`config.mk`:
```
export PLATFORM = sky130hd
export DESIGN_NAME = ps2_kbd_mmio
export DESIGN_NICKNAME = d
export VERILOG_FILES = /design/src/rtl/ps2_kbd_mmio.sv
export SDC_FILE = /design/constraint.sdc
export NUM_CORES = 1
export LEC_CHECK = 0
export ABC_AREA = 1
export CORE_ASPECT_RATIO = 0.9
export CORE_MARGIN = 2
export CORE_UTILIZATION = 48
export CTS_BUF_LIST = sky130_fd_sc_hd__clkbuf_4 sky130_fd_sc_hd__clkbuf_8
export DETAILED_ROUTE_END_ITERATION = 12
export PLACE_DENSITY = 0.69
export SKIP_LAST_GASP = 1
export SYNTH_ARGS = -nofsm -noshare
export SYNTH_HDL_FRONTEND = slang
export SYNTH_SLANG_ARGS = --single-unit
```
`constraint.sdc`:
```
create_clock -name ui_clk -period 2.9 [get_ports ui_clk]
set_input_delay 0.725 -clock ui_clk [delete_from_list [all_inputs] [get_ports ui_clk]]
set_output_delay 0.725 -clock ui_clk [all_outputs]
set_load 0.02 [all_outputs]
```
`src/rtl/ps2_kbd_mmio.sv`:
```
// PS/2 keyboard receiver with a scancode FIFO and a small CPU read window.
// Frames are deserialised from filtered PS/2 clock falls; the CPU pops bytes through DATA.
module ps2_kbd_mmio #(
  parameter int unsigned FIFO_AW    = 4,
  parameter int unsigned FILTER_LEN = 8,
  parameter int unsigned TIMEOUT    = 200000
) (
  input  logic        ui_clk,
  input  logic        rst,
  input  logic        ps2_clk,
  input  logic        ps2_data,
  input  logic        mmio_sel,
  input  logic        mmio_rd,
  input  logic        mmio_wr,
  input  logic [1:0]  mmio_addr,
  input  logic [31:0] mmio_wdata,
  output logic [31:0] mmio_rdata,
  output logic        kbd_irq,
  output logic [1:0]  dbg_state
);

  localparam int unsigned Depth = 2 ** FIFO_AW;
  localparam int unsigned FiltW = $clog2(FILTER_LEN + 1);

  localparam logic [FiltW-1:0]   FiltLast    = FiltW'(FILTER_LEN - 1);
  localparam logic [FiltW-1:0]   FiltOne     = FiltW'(1);
  localparam logic [17:0]        TimeoutLast = 18'(TIMEOUT - 1);
  localparam logic [FIFO_AW:0]   DepthCnt    = (FIFO_AW + 1)'(Depth);
  localparam logic [FIFO_AW:0]   CntOne      = (FIFO_AW + 1)'(1);
  localparam logic [FIFO_AW-1:0] PtrOne      = FIFO_AW'(1);

  typedef enum logic [1:0] {
    StIdle   = 2'd0,
    StData   = 2'd1,
    StParity = 2'd2,
    StStop   = 2'd3
  } state_e;

  logic unused_wdata;
  assign unused_wdata = ^mmio_wdata;

  // Input conditioning
  logic [1:0]       clk_sync_q, data_sync_q;
  logic             filt_q;
  logic [FiltW-1:0] filt_cnt_q;
  logic             clk_s, data_s, filt_done, fall;

  assign clk_s     = clk_sync_q[1];
  assign data_s    = data_sync_q[1];
  assign filt_done = (filt_cnt_q == FiltLast);
  assign fall      = filt_q & ~clk_s & filt_done;

  always_ff @(posedge ui_clk) begin
    if (!rst) begin
      clk_sync_q  <= 2'b11;
      data_sync_q <= 2'b11;
      filt_q      <= 1'b1;
      filt_cnt_q  <= '0;
    end else begin
      clk_sync_q  <= {clk_sync_q[0], ps2_clk};
      data_sync_q <= {data_sync_q[0], ps2_data};
      if (clk_s == filt_q) begin
        filt_cnt_q <= '0;
      end else if (filt_done) begin
        filt_q     <= clk_s;
        filt_cnt_q <= '0;
      end else begin
        filt_cnt_q <= filt_cnt_q + FiltOne;
      end
    end
  end

  // Receiver FSM
  state_e      state_q, state_d;
  logic [2:0]  bit_cnt_q, bit_cnt_d;
  logic [7:0]  shift_q, shift_d;
  logic        par_q, par_d;
  logic [17:0] to_cnt_q, to_cnt_d;
  logic        push, set_ferr, set_perr;

  always_comb begin
    state_d   = state_q;
    bit_cnt_d = bit_cnt_q;
    shift_d   = shift_q;
    par_d     = par_q;
    to_cnt_d  = fall ? 18'd0 : to_cnt_q + 18'd1;
    push      = 1'b0;
    set_ferr  = 1'b0;
    set_perr  = 1'b0;
    case (state_q)
      StIdle: begin
        to_cnt_d = '0;
        if (fall && !data_s) begin
          state_d   = StData;
          bit_cnt_d = '0;
        end
      end
      StData: begin
        if (fall) begin
          shift_d   = {data_s, shift_q[7:1]};
          bit_cnt_d = bit_cnt_q + 3'd1;
          if (bit_cnt_q == 3'd7) state_d = StParity;
        end
      end
      StParity: begin
        if (fall) begin
          par_d   = data_s;
          state_d = StStop;
        end
      end
      StStop: begin
        if (fall) begin
          set_ferr = ~data_s;
          set_perr = ~(^{shift_q, par_q});
          push     = data_s & (^{shift_q, par_q});
          state_d  = StIdle;
        end
      end
      default: state_d = StIdle;
    endcase
    // A stalled partial frame is dropped silently
    if (state_q != StIdle && !fall && to_cnt_q == TimeoutLast) begin
      state_d  = StIdle;
      to_cnt_d = '0;
    end
  end

  always_ff @(posedge ui_clk) begin
    if (!rst) begin
      state_q   <= StIdle;
      bit_cnt_q <= '0;
      shift_q   <= '0;
      par_q     <= 1'b0;
      to_cnt_q  <= '0;
    end else begin
      state_q   <= state_d;
      bit_cnt_q <= bit_cnt_d;
      shift_q   <= shift_d;
      par_q     <= par_d;
      to_cnt_q  <= to_cnt_d;
    end
  end

  // FIFO and register-side handshakes
  logic [7:0]         mem_q [Depth];
  logic [FIFO_AW-1:0] wr_ptr_q, rd_ptr_q;
  logic [FIFO_AW:0]   count_q;
  logic               rd_q, wr_q, rd_now, wr_now;
  logic               empty, full, pop, push_ok, ovf_set, clr;
  logic               ovf_q, perr_q, ferr_q;

  assign empty   = (count_q == '0);
  assign full    = (count_q == DepthCnt);
  assign rd_now  = mmio_sel & mmio_rd & (mmio_addr == 2'd0);
  assign wr_now  = mmio_sel & mmio_wr & (mmio_addr == 2'd2);
  // Pop on the strobe's trailing edge so DATA holds through the whole CPU stall
  assign pop     = rd_q & ~rd_now & ~empty;
  assign push_ok = push & (~full | pop);
  assign ovf_set = push & full & ~pop;
  assign clr     = wr_now & ~wr_q;

  always_ff @(posedge ui_clk) begin
    if (push_ok) mem_q[wr_ptr_q] <= shift_q;
  end

  always_ff @(posedge ui_clk) begin
    if (!rst) begin
      wr_ptr_q <= '0;
      rd_ptr_q <= '0;
      count_q  <= '0;
      rd_q     <= 1'b0;
      wr_q     <= 1'b0;
      ovf_q    <= 1'b0;
      perr_q   <= 1'b0;
      ferr_q   <= 1'b0;
    end else begin
      rd_q <= rd_now;
      wr_q <= wr_now;
      if (push_ok) wr_ptr_q <= wr_ptr_q + PtrOne;
      if (pop)     rd_ptr_q <= rd_ptr_q + PtrOne;
      if (push_ok && !pop)      count_q <= count_q + CntOne;
      else if (pop && !push_ok) count_q <= count_q - CntOne;
      ovf_q  <= (ovf_q & ~clr) | ovf_set;
      perr_q <= (perr_q & ~clr) | set_perr;
      ferr_q <= (ferr_q & ~clr) | set_ferr;
    end
  end

  always_comb begin
    mmio_rdata = '0;
    if (mmio_sel) begin
      case (mmio_addr)
        2'd0:    mmio_rdata = {23'd0, ~empty, empty ? 8'd0 : mem_q[rd_ptr_q]};
        2'd1:    mmio_rdata = {22'd0, 5'(count_q), 2'd0, ferr_q, perr_q, ovf_q};
        default: mmio_rdata = '0;
      endcase
    end
  end

  assign kbd_irq   = ~empty;
  assign dbg_state = state_q;

endmodule
```
==> reports/metrics.cfg <==
[run_status]
outcome=finished with violations
violations=negative setup slack

[clock_network]
cts_tree=built
postCtsHoldBufs=0
htreeDepth=4
root_buffer=clkbuf_8
cts.sinks=191
clk_latency_ns=0.47
clk_path_buf_depth=2
cts_made_buffers=17
clkTransAtPathRegs_ns=0.11

[setup_path]
startpoint_type=flip-flop
path_cells=inv_8 -> buf_12 -> nor2_1 -> nor2_1 -> o21ai_1 -> o211ai_1 -> nand3_1 -> nand2_1 -> nand2_1 -> a21oi_2 -> buf_6
worst_path_largest_cell_delay_ns=0.42
worst-setup-path-type=flip-flop to primary output
required_ns=2.17
end_kind=primary output
cp_slowest_cell=dfxtp_4
worst-path-buf-inv=3
critPathMaxFanout=11
cp_top_family=simple AND/OR/NAND/NOR gates
worstPathArrival_ns=2.21

[drt]
post_drt_wl_per_cell_um=15.27
routed_wl_mm=17.94
avgViaCountPerCell=5.127
postRouteAntennaNets=0
drc_errors=0
vias=6024
drt_iter0_drc=496
dr.pass1.iters=7

[die]
core-area_mm2=0.01750
die_area_mm2=0.01885
rows=46
num_io_pins=76
start_util_pct=48.75
dieHeight_um=130.5
die_w_um=144.5

[timing]
setup_viol=2
max_freq_ghz=0.3412
finClkSkew_ns=0.01830
drv_slew=0
rsz0062_at_grt=yes
period_share_pct=101.1
hold_viol_final=0
fin_ws_ns=-0.03100
fin_crit_ns=2.931

[grt]
first_global_vias=5354
grt_max_degree=40
grt_pass1_wl_mm=27.28
grt_util_all_layers_pct=19.31
antenna_found_initial=0
grt.overflow.total=0

[worst_hold_path]
hp-class=flip-flop to flip-flop

[flow_run]
max_cap_violations=0

[synth]
netlist_top_cells_area=edfxtp_1 (45%), dfxtp_1 (15%), nor2_1 (6.7%)
synth_edf_count=128
ys.flop_type=edfxtp_1
syn_area_per_cell_um2=10.11
netlist.area_leader.share_pct=45.06
synth_cell_types=46
synth_top_cell_by_area=edfxtp_1
ys_ff_latch=191
syn_inst=844
async_reset_ff_share_pct=0
synth_area_mm2=0.008529
ys_seq_area_share_pct=59.85
yosys_warnings=0

[final_layout]
drive_above_1_share_pct=17.86
fillers=1497
mostFrequentLayoutCell=nor2_1
stdcell_count=1175
layout_common_cells=nor2_1 (153), edfxtp_1 (128), nand2_1 (93), o21ai_0 (81), buf_4 (62)
antenna_cells=0
nNetsFinal=982
synthToLayoutAreaGrowth_pct=15.83

[place]
placedCellCount=1136
routabilityCongestion=0.8847
post-place-ws_ns=-0.3929
hpwlAfterDp_mm=11.92
port_buffers=21

[power]
power.static_leakage_nw=4.079
max-vdd-ir-drop_mv=0.3220
power_density_mw_per_mm2=463.7

-- synth_stat cells (7+ instances only) --
cell / n
nor2_1: 153
edfxtp_1: 128
nand2_1: 95
o21ai_0: 86
dfxtp_1: 63
inv_1: 58
a21oi_1: 38
nand3_1: 29
buf_4: 27
o211ai_1: 25
ha_1: 18
buf_2: 11
clkbuf_1: 11
nand4_1: 10
xor2_1: 7
-- metrics by stage --
step	hold slack, ns	instance area (um^2)	util (%)	power (mW)	setup TNS, ns
2_1_floorplan	0.3925	8608	-	3.001	0
3_3_place_gp	0.3937	9344	53.40	3.002	-3.702
3_5_place_dp	0.3977	9344	53.40	3.003	-3.949
4_1_cts	0.4231	9718	55.54	4.615	-0.4261
5_1_grt	0.4379	9879	56.46	4.732	-0.8369
6_report	0.4211	9879	56.46	4.581	-0.03480
-- layer usage --
layer	share of wire, %	vias up	global-route usage, %	routed length (um)
li1	-	3010	-	-
met1	45	2814	26.47	8109
met2	47	175	31.14	8490
met3	6.0	25	4.300	1076
met4	1.5	0	5.711	267
met5	0	-	0	0
-- report_power, final --
group          internal (mW)  switching (mW)
Clock                  0.637            1.00
Combinational         0.0230          0.0508
Sequential              2.87         0.00137
Total                   3.53            1.05
-- registers in the layout, indices dropped and copies added, names as in the netlist, 2 cells and up, named ones only --
register and flops:
mem_q 128, dbg_state 2, rd_ptr_q 4, clk_sync_q 2, count_q 5, shift_q 8
bit_cnt_q 3, data_sync_q 2, to_cnt_q 18, wr_ptr_q 4, filt_cnt_q 4
-- what timing repair did --
| action | 4_1_cts | 5_1_grt |
|---|---|---|
| resized for setup | 33 | 35 |
| pin swaps | 4 | 13 |
| gates cloned | 0 | 3 |
| buffers inserted | 1 | 3 |
| endpoints found under the setup margin | 10 | 9 |
-- worst paths after layout --
kind / start / end / slack (ns) / depth (start not counted)
setup / recovery: flip-flop / mmio_rdata[0] / -0.03 / 11
hold / removal: clk_sync_q[0] / clk_sync_q[1] / 0.42 / 1
setup reg to reg: filt_cnt_q[0] / count_q[4] / 0.39 / 21
hold reg to reg: clk_sync_q[0] / clk_sync_q[1] / 0.42 / 1
-- logic make-up after synthesis --
logic type                 Yosys count  share of synthesized area (%)
other                                1                        0.04397
muxes                                1                         0.1174
adders and majority gates           19                          2.875
buffers and inverters              118                          6.865
xor gates and xnor gates            11                          1.130
AOI/OAI and AO/OA                  168                          10.94
DFF                                191                          59.85
and+or+nand+nor                    335                          18.18
-- final cells by class --
class	count	area, um^2	share of cell area [%]
sequential	191	5110	51.72
multi-input combinational	556	2978	30.14
timing repair buffer	89	849.6	8.599
tap	240	300.3	3.040
inverter	67	269.0	2.723
clock buffer	18	241.5	2.444
clock inverter	14	131.4	1.330
-- worst register-to-register path, stage by stage (launching register included) --
cell and delay, ns:
dfxtp_2 0.35, ha_1 0.18, nand2_2 0.08, nor2_4 0.11, nand2_4 0.08, inv_4 0.09, nand2_4 0.05, nor2_4 0.11
nand4_4 0.15, inv_8 0.08, ha_1 0.16, buf_4 0.12, fa_2 0.19, inv_1 0.04, nand2_1 0.04, nand2_1 0.06
a21oi_2 0.13, nor2_1 0.05, nor2_1 0.08, nand2_1 0.07, o21ai_1 0.12, a21oi_1 0.05
(Power assumes the default switching activity.)
